==> config.mk <==
export PLATFORM = sky130hd
export DESIGN_NAME = l2_pool
export DESIGN_NICKNAME = d
export VERILOG_FILES = /design/src/rtl/cnn_pkg.sv /design/src/rtl/ram.sv /design/src/rtl/l2_pool.sv
export SDC_FILE = /design/constraint.sdc
export NUM_CORES = 2
export LEC_CHECK = 0
export CORE_MARGIN = 1.5
export CORE_UTILIZATION = 63
export DETAILED_ROUTE_END_ITERATION = 10
export MAX_ROUTING_LAYER = met4
export PLACE_DENSITY_LB_ADDON = 0.15
export SLEW_MARGIN = 30
export SYNTH_ARGS = -nofsm -noshare
export SYNTH_HDL_FRONTEND = slang
export SYNTH_SLANG_ARGS = --single-unit
==> constraint.sdc <==
create_clock -name clk -period 10.5 [get_ports clk]
set_input_delay 1.05 -clock clk [delete_from_list [all_inputs] [get_ports clk]]
set_output_delay 1.05 -clock clk [all_outputs]
set_load 0.01 [all_outputs]
==> src/rtl/cnn_pkg.sv <==
// +------------------------------------------------------------------+
// | cnn_pkg : shared CNN datapath types and constants                |
// | Rev 1.0                                                          |
// +------------------------------------------------------------------+
`default_nettype none

package cnn_pkg;

  localparam int DATA_WIDTH = 18;
  localparam int NUM_CH     = 4;

  typedef logic signed [DATA_WIDTH-1:0] data_t;

  typedef enum logic [0:0] {
    COLLECT = 1'b0,
    DONE    = 1'b1
  } pool_state_t;

endpackage

`default_nettype wire

==> src/rtl/ram.sv <==
// +------------------------------------------------------------------+
// | ram : generic single-write, asynchronous-read storage array      |
// | Rev 1.0                                                          |
// +------------------------------------------------------------------+
`default_nettype none

module ram #(
  parameter int ADDR_WIDTH = 7,
  parameter int DATA_WIDTH = 18
) (
  input  logic                  clk,
  input  logic                  we,
  input  logic [ADDR_WIDTH-1:0] waddr,
  input  logic [DATA_WIDTH-1:0] wdata,
  input  logic [ADDR_WIDTH-1:0] raddr,
  output logic [DATA_WIDTH-1:0] rdata
);

  logic [DATA_WIDTH-1:0] mem [2**ADDR_WIDTH];

  always_ff @(posedge clk) begin
    if (we) mem[waddr] <= wdata;
  end

  // Combinational read; the caller registers it, so a same-edge write
  // is seen as old data.
  assign rdata = mem[raddr];

endmodule

`default_nettype wire

==> src/rtl/l2_pool.sv <==
// +------------------------------------------------------------------+
// | l2_pool : 2x2 pooling of layer_2 window stream into feature RAM  |
// | Max pooling by default; L2_POOL_AVG_EN selects average pooling.  |
// | Rev 1.0                                                          |
// +------------------------------------------------------------------+
`default_nettype none

module l2_pool
  import cnn_pkg::pool_state_t, cnn_pkg::COLLECT, cnn_pkg::DONE;
#(
  parameter int DATA_WIDTH = 18,
  parameter int NUM_CH     = 4,
  parameter int WIN        = 4,
  parameter int NUM_POS    = 25,
  parameter int ADDR_WIDTH = 7
) (
  input  logic                         clk,
  input  logic                         rst_n,
  input  logic                         tx_done,
  input  logic                         in_vld,
  input  logic signed [DATA_WIDTH-1:0] din,
  output logic                         pool_vld,
  output logic        [DATA_WIDTH-1:0] pool_data,
  output logic        [1:0]            pool_ch,
  output logic        [4:0]            pool_pos,
  output logic                         frame_done,
  input  logic                         rd_en,
  input  logic        [ADDR_WIDTH-1:0] rd_addr,
  output logic                         rd_vld,
  output logic        [DATA_WIDTH-1:0] dout
);

  localparam int SMP_W = $clog2(WIN);
`ifdef L2_POOL_AVG_EN
  localparam int ACC_W = DATA_WIDTH + 2;
`else
  localparam int ACC_W = DATA_WIDTH;
`endif

  pool_state_t             state;
  logic [SMP_W-1:0]        smp_cnt;
  logic [1:0]              ch_cnt;
  logic [4:0]              pos_cnt;
  logic signed [ACC_W-1:0] acc;
  logic signed [ACC_W-1:0] acc_nxt;
  logic [DATA_WIDTH-1:0]   result;
  logic                    take;
  logic                    last;
  logic [ADDR_WIDTH-1:0]   wr_addr;
  logic [DATA_WIDTH-1:0]   ram_q;

  assign take    = in_vld && !tx_done && (state == COLLECT);
  assign last    = take && (smp_cnt == SMP_W'(WIN - 1));
  assign wr_addr = ADDR_WIDTH'({pos_cnt, ch_cnt});

`ifdef L2_POOL_AVG_EN
  always_comb begin
    acc_nxt = ACC_W'(din);
    if (smp_cnt != '0) acc_nxt = acc + ACC_W'(din);
    result = DATA_WIDTH'(acc_nxt >>> 2);
  end
`else
  always_comb begin
    acc_nxt = din;
    if ((smp_cnt != '0) && !(din > acc)) acc_nxt = acc;
    result = acc_nxt;
  end
`endif

  always_ff @(posedge clk or negedge rst_n) begin
    if (!rst_n) begin
      state      <= COLLECT;
      smp_cnt    <= '0;
      ch_cnt     <= '0;
      pos_cnt    <= '0;
      acc        <= '0;
      pool_vld   <= 1'b0;
      pool_data  <= '0;
      pool_ch    <= '0;
      pool_pos   <= '0;
      frame_done <= 1'b0;
    end else if (tx_done) begin
      state      <= COLLECT;
      smp_cnt    <= '0;
      ch_cnt     <= '0;
      pos_cnt    <= '0;
      acc        <= '0;
      pool_vld   <= 1'b0;
      frame_done <= 1'b0;
    end else begin
      pool_vld <= 1'b0;
      case (state)
        COLLECT: begin
          if (in_vld) begin
            acc <= acc_nxt;
            if (last) begin
              smp_cnt   <= '0;
              pool_vld  <= 1'b1;
              pool_data <= result;
              pool_ch   <= ch_cnt;
              pool_pos  <= pos_cnt;
              ch_cnt    <= ch_cnt + 2'd1;
              if (ch_cnt == 2'(NUM_CH - 1)) begin
                ch_cnt <= '0;
                // Final write of the frame: stop here so pos_cnt never wraps.
                if (pos_cnt == 5'(NUM_POS - 1)) begin
                  state      <= DONE;
                  frame_done <= 1'b1;
                end else begin
                  pos_cnt <= pos_cnt + 5'd1;
                end
              end
            end else begin
              smp_cnt <= smp_cnt + SMP_W'(1);
            end
          end
        end
        DONE:    frame_done <= 1'b1;
        default: state <= COLLECT;
      endcase
    end
  end

  ram #(
    .ADDR_WIDTH(ADDR_WIDTH),
    .DATA_WIDTH(DATA_WIDTH)
  ) u_ram (
    .clk  (clk),
    .we   (last),
    .waddr(wr_addr),
    .wdata(result),
    .raddr(rd_addr),
    .rdata(ram_q)
  );

  always_ff @(posedge clk or negedge rst_n) begin
    if (!rst_n) begin
      rd_vld <= 1'b0;
      dout   <= '0;
    end else begin
      rd_vld <= rd_en;
      if (rd_en) dout <= ram_q;
    end
  end

endmodule

`default_nettype wire

After elaboration in Yosys (flattened, before gate mapping)
Memories as Yosys holds them, arrays and structs flattened. A register that Yosys moved wholly into a read port is not among the register bits.
Cells that the tools add are included.

word-level totals
  register bits = 56
  latch bits = 0
  bits in writable memories = 2304
  ROM bits = 0
  logic and storage cells = 79
  memories kept = 1

operators by class
  add/sub/neg operators = 3
  multiply operators = 0
  div/mod/pow operators = 0
  $lt $le $gt $ge = 1
  eq/ne operators = 9
  shifts and indexed selects = 0
  multiplexer cells = 36
  bitwise operators = 2
  reduce and logical (&&, ||, !) cells = 16

memories
  memory     words  bits a word  read ports  clocked after Yosys merged registers in  write ports  line       RTL
  u_ram.mem  128    18           1           1                                        1            ram.sv:19  logic [DATA_WIDTH-1:0] mem [2**ADDR_WIDTH];

operators with widths
  kind                 number
  $mux 18              4
  $mux 5               6
  $gt 18x18->1         1
  $mux 2               9
  $mux 1               16
  $reduce_and 4->1     2
  $reduce_bool 2->1    4
  $ne 3x2->1 const B   2
  $ne 3x3->1 const B   2
  $add 5x1->5 const B  1
  $eq 5x5->1 const B   1
  $reduce_and 5->1     1
  $add 2x1->2 const B  2
  $eq 2x2->1 const B   2
  $logic_and 1x1->1    4
  $ne 2x2->1 const B   2
  $logic_not 1->1      3
  $reduce_and 3->1     1
  $not 1->1            2
  $pmux 1 s2           1
  $reduce_and 2->1     1

Depth between registers and ports, before layout
  depth in word-level cells = 8
  depth in mapped cells = 12

Cells and area by module
A second synthesis with hierarchy kept.

second synthesis, totals
  cells, all modules = 3812
  area, all modules = 92055.8 µm²

modules (own cells, without submodules)
  module   times used  cells each  area an instance (µm²)  sequential area each (µm²)
  ram      1           3431        87886.8                 69186.4
  l2_pool  1           381         4169.0                  1851.8

Least setup slack after synthesis
OpenSTA, ideal clock, no wires.

  path type = input -> register
  start = input port din[17]
  end = memory u_ram.mem[0][10] (data pin)
  library setup time = 1198 ps
  arrival time = 7632 ps
  data required time = 9302 ps
  setup slack = 1671 ps
  stages on the path = 8
  buffers on the path = 1
  cells stage by stage = ha_1 nand4_1 or3_1 a31o_2 o211ai_2 nand2_1 clkbuf_1 o21ai_0

on the way
  cells in the longest elaborated chain, start to end = 4

ends and longest elaborated chain
  item                   line           RTL
  start, declared        l2_pool.sv:21  input logic signed [DATA_WIDTH-1:0] din,
  $gt 18x18->1           l2_pool.sv:65  if ((smp_cnt != '0) && !(din > acc)) acc_nxt = acc;
  $logic_not 1->1        l2_pool.sv:65
  $logic_and 1x1->1      l2_pool.sv:65
  $mux 18                l2_pool.sv:65
  named net acc_nxt[10]  l2_pool.sv:45  logic signed [ACC_W-1:0] acc_nxt;
  end, declared          ram.sv:19

The timed path passes the listed nets, and every way through them passes these cells.

Worst setup path after layout
  start = input port din[16]
  end = memory u_ram.mem[64][14] (data pin)

Same word-level chain as after synthesis.

==> results.sh <==
export IMPL_timing_fmax_ghz=0.209
export IMPL_cts_setup_buffers=0
export IMPL_via_per_inst=6.99
export IMPL_cts_sinks=2378
export IMPL_drtIter0Drc=6662
export IMPL_die_y_microns=386
export IMPL_hold_viol_final=0
export IMPL_crit_path_end_kind="register"
export IMPL_setup_tns_ps=0
export IMPL_cp_required_ps=11020
export IMPL_ir_drop_mv=0.169
export IMPL_final_cell_mix="edfxtp_1 (2,304), mux4_2 (547), clkbuf_16 (228)"
export IMPL_cts_tree="done"
export IMPL_final_common_cell="edfxtp_1"
export IMPL_slew_viol_final=0
export IMPL_clkTransAtPathRegs_ps=60
export IMPL_hold_path_class="in -> async"
export IMPL_startpoint_type="input pin"
export IMPL_ys_warn_count=0
export IMPL_cap_violations=0
export IMPL_status="completed"
export IMPL_rsz0062_at_grt="no"
export IMPL_pin_count=76
export IMPL_timing_hold_ws_ps=109
export IMPL_ys_seq_area_share_pct=76.9
export IMPL_synth_edf_count=2304
export IMPL_skew_ps=38.9
export IMPL_multi_input_area_sq_mm=0.0205
export IMPL_synth_seq_cells=2378
export IMPL_netlist_instances=4351
export IMPL_crit_fanout=66
export IMPL_p_total_mw=19.6
export IMPL_dr_total_vias=46754
export IMPL_wl_per_cell_microns=34.2
export IMPL_fin_nets=4638
export IMPL_dp_hpwl_microns=131000
export IMPL_dieArea_sq_mm=0.149
export IMPL_synthFlopType="edfxtp_1"
export IMPL_rr_worst_depth=10
export IMPL_area_growth_pct=12.0
export IMPL_syn_avg_cell_area_sq_um=21.2
export IMPL_dp_cells=6273
export IMPL_netlist_area_sq_mm=0.0924
export IMPL_clock_latency_ps=850
export IMPL_firstDrtPassIters=5
export IMPL_nFillCells=8491
export IMPL_cts_resized=0
export IMPL_utilization_pct=71.1
export IMPL_worst_slew_pin_slew_ps=1020
export IMPL_drt_wl_total_microns=229000
export IMPL_ys_types=63
export IMPL_leakage_nw=32.9
export IMPL_finalNonFillerCells=6689
export IMPL_path_class="in -> reg"
export IMPL_synth_nets=4404
export IMPL_row_count=140
export IMPL_final_layout_size_suffix_gt1_share_pct=25.5
export IMPL_ctsHoldBuffers=0
export IMPL_area_sequential_sq_mm=0.0710
export IMPL_die_x_microns=386
export IMPL_start_util_pct=63.5
export IMPL_core_area_sq_mm=0.146
export IMPL_antenna_found_initial=6
export IMPL_grt_pass1_wl_microns=327000
export IMPL_fin_crit_ps=4790
export IMPL_clock_root_buffer="clkbuf_16"
export IMPL_htree_levels=4
export IMPL_io_buffers=75
export IMPL_drc=0
export IMPL_grt_overflow=0
export IMPL_cts_inserted_buffers=222
export IMPL_grt_max_degree=113
export IMPL_ant_nets=0
export IMPL_clk_path_buf_depth=3
export IMPL_arrival_ps=5310
export IMPL_synth_async_reset_ratio_pct=3.11
export IMPL_period_share_pct=45.6
export IMPL_setup_violations=0
export IMPL_place_congestion=0.847
export IMPL_relSlewSlack_pct=31.5
export IMPL_grt_usage_pct=32.3
export IMPL_grt_pass1_vias=45855
export IMPL_p_per_area_mw_per_mm2=189
## through the flow
| stage | area, sq um | worst slack [ps] |
|---|---|---|
| floorplan | 92400 | 1670 |
| global placement | 96100 | 4740 |
| detailed placement | 96400 | 4660 |
| CTS | 103000 | 5560 |
| global route | 103000 | 5580 |
| finish | 103000 | 5710 |
## where the power goes
part / internal, mW / switching [mW]
Combinational: 0.406 / 0.810
Sequential: 10.6 / 0.0452
Clock: 4.30 / 3.40
Total: 15.3 / 4.25
## synth_stat cells (all sizes together) (10+ instances only)
master,count,area (sq um)
a311o,17,170
nand2,78,293
nand4,16,100
clkbuf,113,425
ha,23,288
a22oi,109,818
o221ai,11,96.3
mux2,36,405
nor2b,15,93.8
edfxtp,2304,69200
a211oi,11,87.6
o211ai,21,163
a21o,11,82.6
mux4,547,12300
inv,47,176
o21ai,82,410
a21oi,82,410
a31oi,33,206
a221oi,11,96.3
dfrtp,74,1850
nand3,66,330
nor2,200,751
o22ai,29,181
mux2i,183,1830
buf,137,872
nand2b,10,62.6
and3,12,75.1
o41ai,18,158
## metal layers
metal | GRT usage [%] | part of all wire [%]
met1 | 46.8 | 39
met2 | 47.8 | 47
met3 | 5.40 | 11
met4 | 11.0 | 3.5
met5 | - | 0
## worst max-delay path, stage by stage
cell	delay, ps
clkdlybuf4s50_1	470
ha_1	330
nand4_1	260
or3_1	450
a31o_2	240
o211ai_2	80
nand2_2	570
o21ai_4	320
buf_4	670
buf_4	780
## path summary, 6_finish.rpt
path / startpoint / end / slack (ps)
worst min register to register: pool_pos[3] / pool_pos[3] / 490
worst max register to register: acc[17] / u_ram.mem[64][14] / 5980
worst max-delay path: din[16] / u_ram.mem[64][14] / 5710
max in group asynchronous: rst_n / dout[16] / 9240
worst min-delay path: rst_n / pool_data[5] / 110
min in group clk: pool_pos[3] / pool_pos[3] / 490
## area by class of cell
| cell class | count | share of cell area (%) |
|---|---|---|
| diodes | 2 | 0.00484 |
| clock buffers | 311 | 5.99 |
| clock inverters | 98 | 0.740 |
| inverters | 47 | 0.172 |
| multi-input cells | 1676 | 19.8 |
| flip-flops and latches | 2378 | 68.6 |
| well taps | 1917 | 2.32 |
| repair buffers | 260 | 2.30 |
## state kept, by name, summed over array words and instances, names as in the netlist
register / count
pool_pos: 5
pos_cnt: 5
pool_data: 18
smp_cnt: 2
pool_ch: 2
rd_vld: 1
pool_vld: 1
acc: 18
ch_cnt: 2
dout: 18
state: 1
frame_done: 1
u_ram.mem: 2304
## cell families (layout without fill, tap and decap cells)
family	count (synthesis)	in the layout	synth area share, %
multiplexers	766	766	15.8
AND/OR/NAND/NOR	422	422	2.02
adder cells (fa/ha/maj)	23	23	0.312
buffers and inverters	297	716	1.60
other	0	2	0
AO/OA/AOI/OAI	460	460	3.36
XOR/XNOR	5	5	0.0474
flip-flops	2378	2378	76.9
Power figures use the tool's default switching activity.
